[config.mk]
export PLATFORM = sky130hd
export DESIGN_NAME = ldst_queue_n
export DESIGN_NICKNAME = d
export VERILOG_FILES = /design/src/rtl/ldst_queue_n.sv
export SDC_FILE = /design/constraint.sdc
export NUM_CORES = 2
export LEC_CHECK = 0
export BUFFER_PORTS_ARGS = -buffer_cell sky130_fd_sc_hd__buf_2
export CAP_MARGIN = 20
export CORE_MARGIN = 2
export CORE_UTILIZATION = 45
export DETAILED_ROUTE_END_ITERATION = 10
export HOLD_SLACK_MARGIN = 0.08
export SETUP_SLACK_MARGIN = 0.3
export SYNTH_ARGS = -nofsm -noshare
export SYNTH_HDL_FRONTEND = slang
export SYNTH_SLANG_ARGS = --single-unit
[constraint.sdc]
create_clock -name clk -period 6.1 [get_ports clk]
set_input_delay 0 -clock clk [delete_from_list [all_inputs] [get_ports clk]]
set_output_delay 0 -clock clk [all_outputs]
set_load 0.05 [all_outputs]
[src/rtl/ldst_queue_n.sv]
// Purpose: in-order load/store queue between core and memory, with store-to-load forwarding.
// Latency: a request issues to memory no earlier than the cycle after allocation. ready_out_C pulses the cycle after a load retires.
// Backpressure: stall_out_C blocks allocation while every entry is occupied; stall_in_M holds the current memory request.
//
// Ports:
//   clk, rst                           clock and asynchronous active-high reset
//   memR/memW, *_in_C                  core request (exactly one of memR/memW allocates)
//   stall_out_C, empty                 queue full / queue idle
//   *_out_C, ready_out_C               retired-load result, registered, one-cycle strobe
//   *_out_M, valid_out_M, stall_in_M   memory request channel, driven from entry[iss]
//   data_in_M, ldstID_in_M, ready_in_M memory response (load data or store ack), any order
module ldst_queue_n #(
   parameter int DEPTH   = 8,
   parameter int ADDR_W  = 32,
   parameter int DATA_W  = 32,
   parameter int CNTRL_W = 16,
   parameter int Z_W     = 4,
   localparam int ID_W   = $clog2(DEPTH)
) (
   input  logic               clk,
   input  logic               rst,
   input  logic               memR,
   input  logic               memW,
   input  logic [ADDR_W-1:0]  addr_in_C,
   input  logic [DATA_W-1:0]  data_in_C,
   input  logic [CNTRL_W-1:0] cntrl_in_C,
   input  logic [Z_W-1:0]     Z_in_C,
   output logic               stall_out_C,
   output logic               empty,
   output logic [ADDR_W-1:0]  addr_out_C,
   output logic [DATA_W-1:0]  data_out_C,
   output logic [CNTRL_W-1:0] cntrl_out_C,
   output logic [Z_W-1:0]     Z_out_C,
   output logic               ready_out_C,
   output logic [ADDR_W-1:0]  addr_out_M,
   output logic [DATA_W-1:0]  data_out_M,
   output logic               rw_out_M,
   output logic [ID_W-1:0]    ldstID_out_M,
   output logic               valid_out_M,
   input  logic               stall_in_M,
   input  logic [DATA_W-1:0]  data_in_M,
   input  logic [ID_W-1:0]    ldstID_in_M,
   input  logic               ready_in_M
);

   typedef enum logic [1:0] {FREE, WAIT, ISSUED, DONE} ent_state_t;

   localparam logic [ID_W-1:0] ONE = 1;

   // Entry lifecycle state; the only per-entry storage that needs reset.
   ent_state_t         st        [DEPTH];
   // Payload; meaningful only while the matching state is non-FREE.
   logic               is_st     [DEPTH];
   logic               fwd       [DEPTH];
   logic [ADDR_W-1:0]  ent_addr  [DEPTH];
   logic [DATA_W-1:0]  ent_data  [DEPTH];
   logic [CNTRL_W-1:0] ent_cntrl [DEPTH];
   logic [Z_W-1:0]     ent_z     [DEPTH];

   logic [ID_W-1:0]    head;
   logic [ID_W-1:0]    tail;
   logic [ID_W-1:0]    iss;

   logic               all_busy;
   logic               all_free;
   logic               alloc;
   logic               fwd_hit;
   logic [DATA_W-1:0]  fwd_dat;
   logic [ID_W-1:0]    fwd_idx;
   logic               issue;
   logic               skip;
   logic               rsp;
   logic               retire;

   always_comb begin
      all_busy = 1'b1;
      all_free = 1'b1;
      for (int i = 0; i < DEPTH; i++) begin
         if (st[i] == FREE) all_busy = 1'b0;
         else               all_free = 1'b0;
      end
   end

   assign stall_out_C = all_busy;
   assign empty       = all_free;

   assign alloc = (memR ^ memW) & ~all_busy;

   // Every occupied entry is older than the one being allocated at tail.
   // Walking from oldest to youngest lets the youngest matching store win.
   always_comb begin
      fwd_hit = 1'b0;
      fwd_dat = '0;
      fwd_idx = '0;
      for (int k = DEPTH - 1; k >= 1; k--) begin
         fwd_idx = tail - k[ID_W-1:0];
         if (st[fwd_idx] != FREE && is_st[fwd_idx] && ent_addr[fwd_idx] == addr_in_C) begin
            fwd_hit = 1'b1;
            fwd_dat = ent_data[fwd_idx];
         end
      end
   end

   assign valid_out_M  = (st[iss] == WAIT);
   assign addr_out_M   = ent_addr[iss];
   assign data_out_M   = ent_data[iss];
   assign rw_out_M     = is_st[iss];
   assign ldstID_out_M = iss;

   assign issue  = valid_out_M & ~stall_in_M;
   // A forwarded load never goes to memory, so the issue pointer steps over it
   // the first cycle it is visible (before it can retire and become FREE).
   assign skip   = (st[iss] == DONE) & fwd[iss];
   assign rsp    = ready_in_M & (st[ldstID_in_M] == ISSUED);
   assign retire = (st[head] == DONE);

   // Payload storage. Allocation (FREE entry) and response (ISSUED entry)
   // can never target the same index in one cycle.
   always_ff @(posedge clk) begin
      if (alloc) begin
         is_st[tail]     <= memW;
         fwd[tail]       <= memR & fwd_hit;
         ent_addr[tail]  <= addr_in_C;
         ent_data[tail]  <= memW ? data_in_C : fwd_dat;
         ent_cntrl[tail] <= cntrl_in_C;
         ent_z[tail]     <= Z_in_C;
      end
      if (rsp && !is_st[ldstID_in_M]) begin
         ent_data[ldstID_in_M] <= data_in_M;
      end
   end

   // Control: the four per-cycle operations touch distinct entries
   // (tail is FREE, iss is WAIT, response target is ISSUED, head is DONE).
   always_ff @(posedge clk or posedge rst) begin
      if (rst) begin
         for (int i = 0; i < DEPTH; i++) st[i] <= FREE;
         head        <= '0;
         tail        <= '0;
         iss         <= '0;
         ready_out_C <= 1'b0;
         addr_out_C  <= '0;
         data_out_C  <= '0;
         cntrl_out_C <= '0;
         Z_out_C     <= '0;
      end else begin
         if (alloc) begin
            st[tail] <= (memR & fwd_hit) ? DONE : WAIT;
            tail     <= tail + ONE;
         end
         if (issue) begin
            st[iss] <= ISSUED;
         end
         if (issue || skip) begin
            iss <= iss + ONE;
         end
         if (rsp) begin
            st[ldstID_in_M] <= DONE;
         end
         if (retire) begin
            st[head] <= FREE;
            head     <= head + ONE;
         end
         ready_out_C <= retire & ~is_st[head];
         if (retire && !is_st[head]) begin
            addr_out_C  <= ent_addr[head];
            data_out_C  <= ent_data[head];
            cntrl_out_C <= ent_cntrl[head];
            Z_out_C     <= ent_z[head];
         end
      end
   end

endmodule

# Word level (Yosys, flattened, before mapping)
# Memory sizes are Yosys's and may differ from the RTL's. A register that Yosys moved wholly into a read port is not among the register bits.
# Cells that the tools add are included.
# op_classes
addsub	10
order_cmp	15
n_eq_ne	11
muxes	79
n_bitwise	27
n_reduce_logical	38
# op_table
cell	count
32-bit two-way mux	8
32-bit == test	7
16-bit two-way mux	4
2-bit binary-select mux with 3-bit select	10
2-bit two-way mux	25
4-bit >= comparator (second input constant)	11
3-bit NOT with 4-bit output	11
1-bit two-way mux	27
2-bit demux with 3-bit select	4
1-bit logical AND	20
16-bit AND	1
16-bit bitwise mux	1
2-bit zero test	8
4-bit by 1-bit less-than comparator with 1-bit output (second input constant)	4
16-bit NOT	1
16-bit bitwise OR	1
2-bit nonzero test	7
3-bit subtractor (second input constant)	4
3-bit by 1-bit adder with 3-bit output (second input constant)	3
8-bit AND	1
8-bit NOT	1
8-bit bitwise OR	1
1-bit AND	6
2-bit == test (second input constant)	3
other kinds (7)	11
# word_totals
ff_bits	26
ram_bits	688
input_bits	125
out_inout_bits	156
wordCells	198
mem_count	6
# mem_list
memory	depth	width	read_ports	rd_clocked_by_memory_dff	wr	line	source
ent_addr	8	32	9	1	1	55	logic [ADDR_W-1:0] ent_addr [DEPTH];
ent_data	8	32	9	1	2	56	logic [DATA_W-1:0] ent_data [DEPTH];
ent_cntrl	8	16	1	1	1	57	logic [CNTRL_W-1:0] ent_cntrl [DEPTH];
ent_z	8	4	1	1	1	58	logic [Z_W-1:0] ent_z [DEPTH];
fwd	8	1	1	0	1	54	logic fwd [DEPTH];
is_st	8	1	10	0	1	53	logic is_st [DEPTH];

# Logic depth before layout (Yosys ltp)
# logic_depth
depth_word	25
mapped_depth	25
depth_no_buf	12

# Least setup slack after synthesis
# No wires, ideal clock.
# synth_path
kind	flip-flop to flip-flop
startpoint	reg tail[2]
endpoint	mem ent_data[0][20], data pin
arrival_time_ns	5.691
t_required_ns	5.912
slack_ns	0.221
stages_incl_launch_ff	25
path_cell_list	dfrtp_1 -> buf_2 -> buf_2 -> buf_2 -> buf_1 -> clkbuf_1 -> clkbuf_1 -> inv_1 -> ha_1 -> buf_2 -> buf_4 -> buf_2 -> buf_4 -> buf_2 -> buf_2 -> mux2i_1 -> a221oi_1 -> xnor2_1 -> nand3_1 -> nor3_1 -> nand4_1 -> nand2b_4 -> buf_2 -> o221a_4 -> o41ai_1
# synth_rtl
item	line	source
start, declared	61	logic [ID_W-1:0] tail;
start signal, assigned	149	tail <= tail + ONE;
end, declared	56	

==> summary.txt <==
Clocking
  – Clock root buffer: clkbuf_16
  – CTS tree: done
  – # hold bufs at CTS: 148
  – Clk_lat worst skew: 0.79 ns
  – CTS Buf Count: 96
  – H-tree lvl count: 3
  – Clk pin slew, worst setup/hold paths: 0.06 ns
  – CTS sink cnt: 798
  – CTS resizes: 0
  – Maximum root-to-sink buffer count: 3
  – Post-CTS setup repair buffer count: 0

Floorplanning
  – Initial Utilization: 0.454
  – DIE HEIGHT: 382 um
  – Rows: 138
  – Die width: 382 um
  – Total core area: 142000 sq um
  – Die area: 146000 sq um
  – Total I/O pin count: 281

Yosys
  – Mapped cell area: 64400 sq um
  – Net Count, Synth: 5457
  – Synthesized area per cell: 12.1 sq um
  – Primary FF master, synth: edfxtp_1
  – Netlist cell types: 96
  – Sequential area share after synthesis: 0.363
  – Post-synth EDFFs: 688
  – Post-synth ARST share: 0.138
  – Synthesis Warnings: 0
  – #FFs+latches synth: 798
  – Synthesized instance count: 5324

Routing
  – Iteration-0 DRC count of the detailed router: 7954
  – Vias per cell: 7.32
  – # DRC: 0
  – Drt pass-1 iters: 6
  – Routed Antenna Nets: 0
  – Wirelength per Cell: 35.0 um
  – Total Routed Length: 260000 um
  – Vias post-DR: 54400

Setup path
  – WP data required: 6.53 ns
  – Element type at the critical path start: register
  – RR Startpoint: tail[0]$_DFFE_PP0P_
  – CP Class: register to register
  – Worst r2r dst: ent_data[4][14]$_DFFE_PP_
  – Critical Path Start: tail[0]$_DFFE_PP0P_
  – Data arrival, critical path: 6.05 ns
  – Worst path most repeated cell: buf_12
  – FF-to-FF path depth: 12
  – Worst path max stage delay: 0.73 ns
  – R2R Setup Slk: 0.49 ns
  – CP Capture Type: register
  – Crit-path cells: buf_12 > buf_4 > nor2b_1 > a221oi_1 > xnor2_1 > nand4_1 > or4_1 > nor3_4 > buf_12 > a41oi_1 > nor3_2 > o41ai_1
  – CP max-delay cell: or4_1
  – Crit path max fanout: 53
  – End of the critical path: ent_data[4][14]$_DFFE_PP_

Place
  – HPWL after DPL: 167000 um
  – Pre-CTS WS: 0.746 ns
  – # port buffers: 280
  – Placed cells: 7106
  – RD Place Congestion: 1.07

Finish
  – Multi-input gate area: 38200 sq um
  – Most common cell after layout, fill and taps aside: edfxtp_1
  – Commonest non-fill, non-tap cells in the layout: edfxtp_1 (688), nand2_1 (614), mux4_2 (569)
  – Layout area overhead: 11.8%
  – Nets: 5595
  – Non-Filler Instances: 7441
  – FF/Latch Area: 23400 sq um
  – Layout cells sized above 1: 0.260
  – Fillers: 12200

STA
  – Minimum clock period: 5.61 ns
  – Fmax: 178 MHz
  – Fin. Hold Viols: 0
  – Post-layout worst setup margin: 0.488 ns
  – Slew HR: 0.180
  – Final Hold Slack: 0.149 ns
  – Worst Clk Skew: 0.0796 ns
  – Final setup violation count: 0
  – Tcrit/Tclk final: 0.920
  – Final slew viol count: 0
  – Worst-Margin Slew: 1.23 ns
  – Setup TNS: 0 ns
  – RSZ-0062 raised after global routing: no

Global routing
  – GRT Resource Usage Total: 0.350
  – Grt total ovfl: 0
  – Initial antenna violation count: 14
  – First-pass GRT wire length: 375000 um
  – Largest net degree at the start of global routing: 123
  – Vias in the first global route: 51700

Flow run
  – Max-Cap Viols: 0

Power and ir drop
  – Power Total: 0.0468 W
  – Power Density: 650 nW/um^2
  – VDD IR-drop max: 604 uV
  – Leakage: 24.4 nW

Outcome
  – Status: finished clean

Min path
  – Worst hold path type: primary input to register
per-layer routing:
layer | part of all wire | up-vias | global-route usage
li1 | - | 22200 | -
met1 | 0.38 | 27300 | 0.474
met2 | 0.44 | 4169 | 0.533
met3 | 0.12 | 739 | 0.0895
met4 | 0.051 | 10 | 0.149
met5 | 0.00020 | - | 0
power breakdown:
part           switching [W]  leakage (nW)  internal [W]  total, W
logic                 0.0203          15.2        0.0119    0.0322
clock network        0.00255          1.62       0.00362   0.00616
registers            0.00131          7.64       0.00716   0.00847
total                 0.0241          24.4        0.0227    0.0468
final cells by class:
type                    instances  area share
inverters                      41     0.00236
clock buffers                 128      0.0366
clock inverters                52      0.0106
flip-flops and latches        798       0.325
multi-input cells            3935       0.531
repair buffers                590      0.0613
well taps                    1890      0.0328
diodes                          7    0.000243
state kept, by name, indices dropped and copies added, names as in the netlist:
name	flops
addr_out_C	32
data_out_C	32
ldstID_out_M	3
ent_cntrl	128
tail	3
ent_z	32
cntrl_out_C	16
ent_addr	256
ready_out_C	1
fwd	8
Z_out_C	4
head	3
is_st	8
ent_data	256
st	16
logic make-up (layout without fill, tap and decap cells):
group,Yosys count,count (layout),share of synthesized area
xor gates and xnor gates,219,219,0.0299
and+or+nand+nor,1394,1394,0.104
AOI/OAI and AO/OA,1189,1189,0.147
buffers and inverters,591,811,0.0484
other,0,7,0
DFF,798,798,0.363
adders and majority gates,8,8,0.00155
muxes,1125,1125,0.305
cell usage after synthesis (18+ instances only):
cell type	instances	area [sq um]
mux4_1	28	736
a221oi_1	50	438
o221a_4	30	601
dfrtp_1	110	2750
xor2_1	44	385
nor4_1	57	357
nand2_1	616	2310
a31oi_1	29	181
and2_1	40	250
mux4_2	569	12800
nor3_1	26	130
nor3_2	32	320
edfxtp_1	688	20700
buf_6	27	304
mux4_4	51	1280
o22ai_1	55	344
mux2_2	61	687
o31ai_1	37	278
o21ai_0	168	841
nor2_1	249	935
dlygate4sd3_1	27	270
clkbuf_2	18	90.1
a21oi_1	105	526
buf_1	81	304
buf_2	93	465
nand3_1	85	425
nand4_1	117	732
a22o_1	32	280
o41ai_1	257	2250
or2b_1	19	143
mux2i_1	416	4160
buf_4	36	270
nand2b_1	43	269
clkbuf_1	241	905
inv_1	33	124
o31ai_4	30	638
a41oi_1	34	298
a22oi_1	293	2200
xnor2_1	174	1520
through the flow:
step / area, sq um / util
2_1_floorplan: 64400 / -
3_3_place_gp: 67100 / 0.473
3_5_place_dp: 67100 / 0.473
4_1_cts: 72000 / 0.508
5_1_grt: 72000 / 0.508
6_report: 72000 / 0.508
worst max-delay path, delay by kind of cell, from the launching register on:
kind / cells / cell delay (ns)
compound gates: 3 / 0.60
xor+xnor: 1 / 0.60
buf+inv: 3 / 0.97
simple gates: 5 / 2.34
flops: 1 / 0.59
worst min path at each step:
stage          slack, ns          start                           to  depth (start not counted)
2_1_floorplan        0.1   addr_in_C[0]     ent_addr[0][0]$_DFFE_PP_                          0
3_3_place_gp        0.19            rst  cntrl_out_C[13]$_DFFE_PP0P_                          2
3_5_place_dp        0.19            rst  cntrl_out_C[13]$_DFFE_PP0P_                          2
4_1_cts             0.10  data_in_M[20]    ent_data[4][20]$_DFFE_PP_                          4
5_1_grt             0.17  data_in_M[20]    ent_data[0][20]$_DFFE_PP_                          4
6_report            0.15  data_in_M[20]    ent_data[0][20]$_DFFE_PP_                          4
No activity file was read; power rests on OpenSTA's default activity.
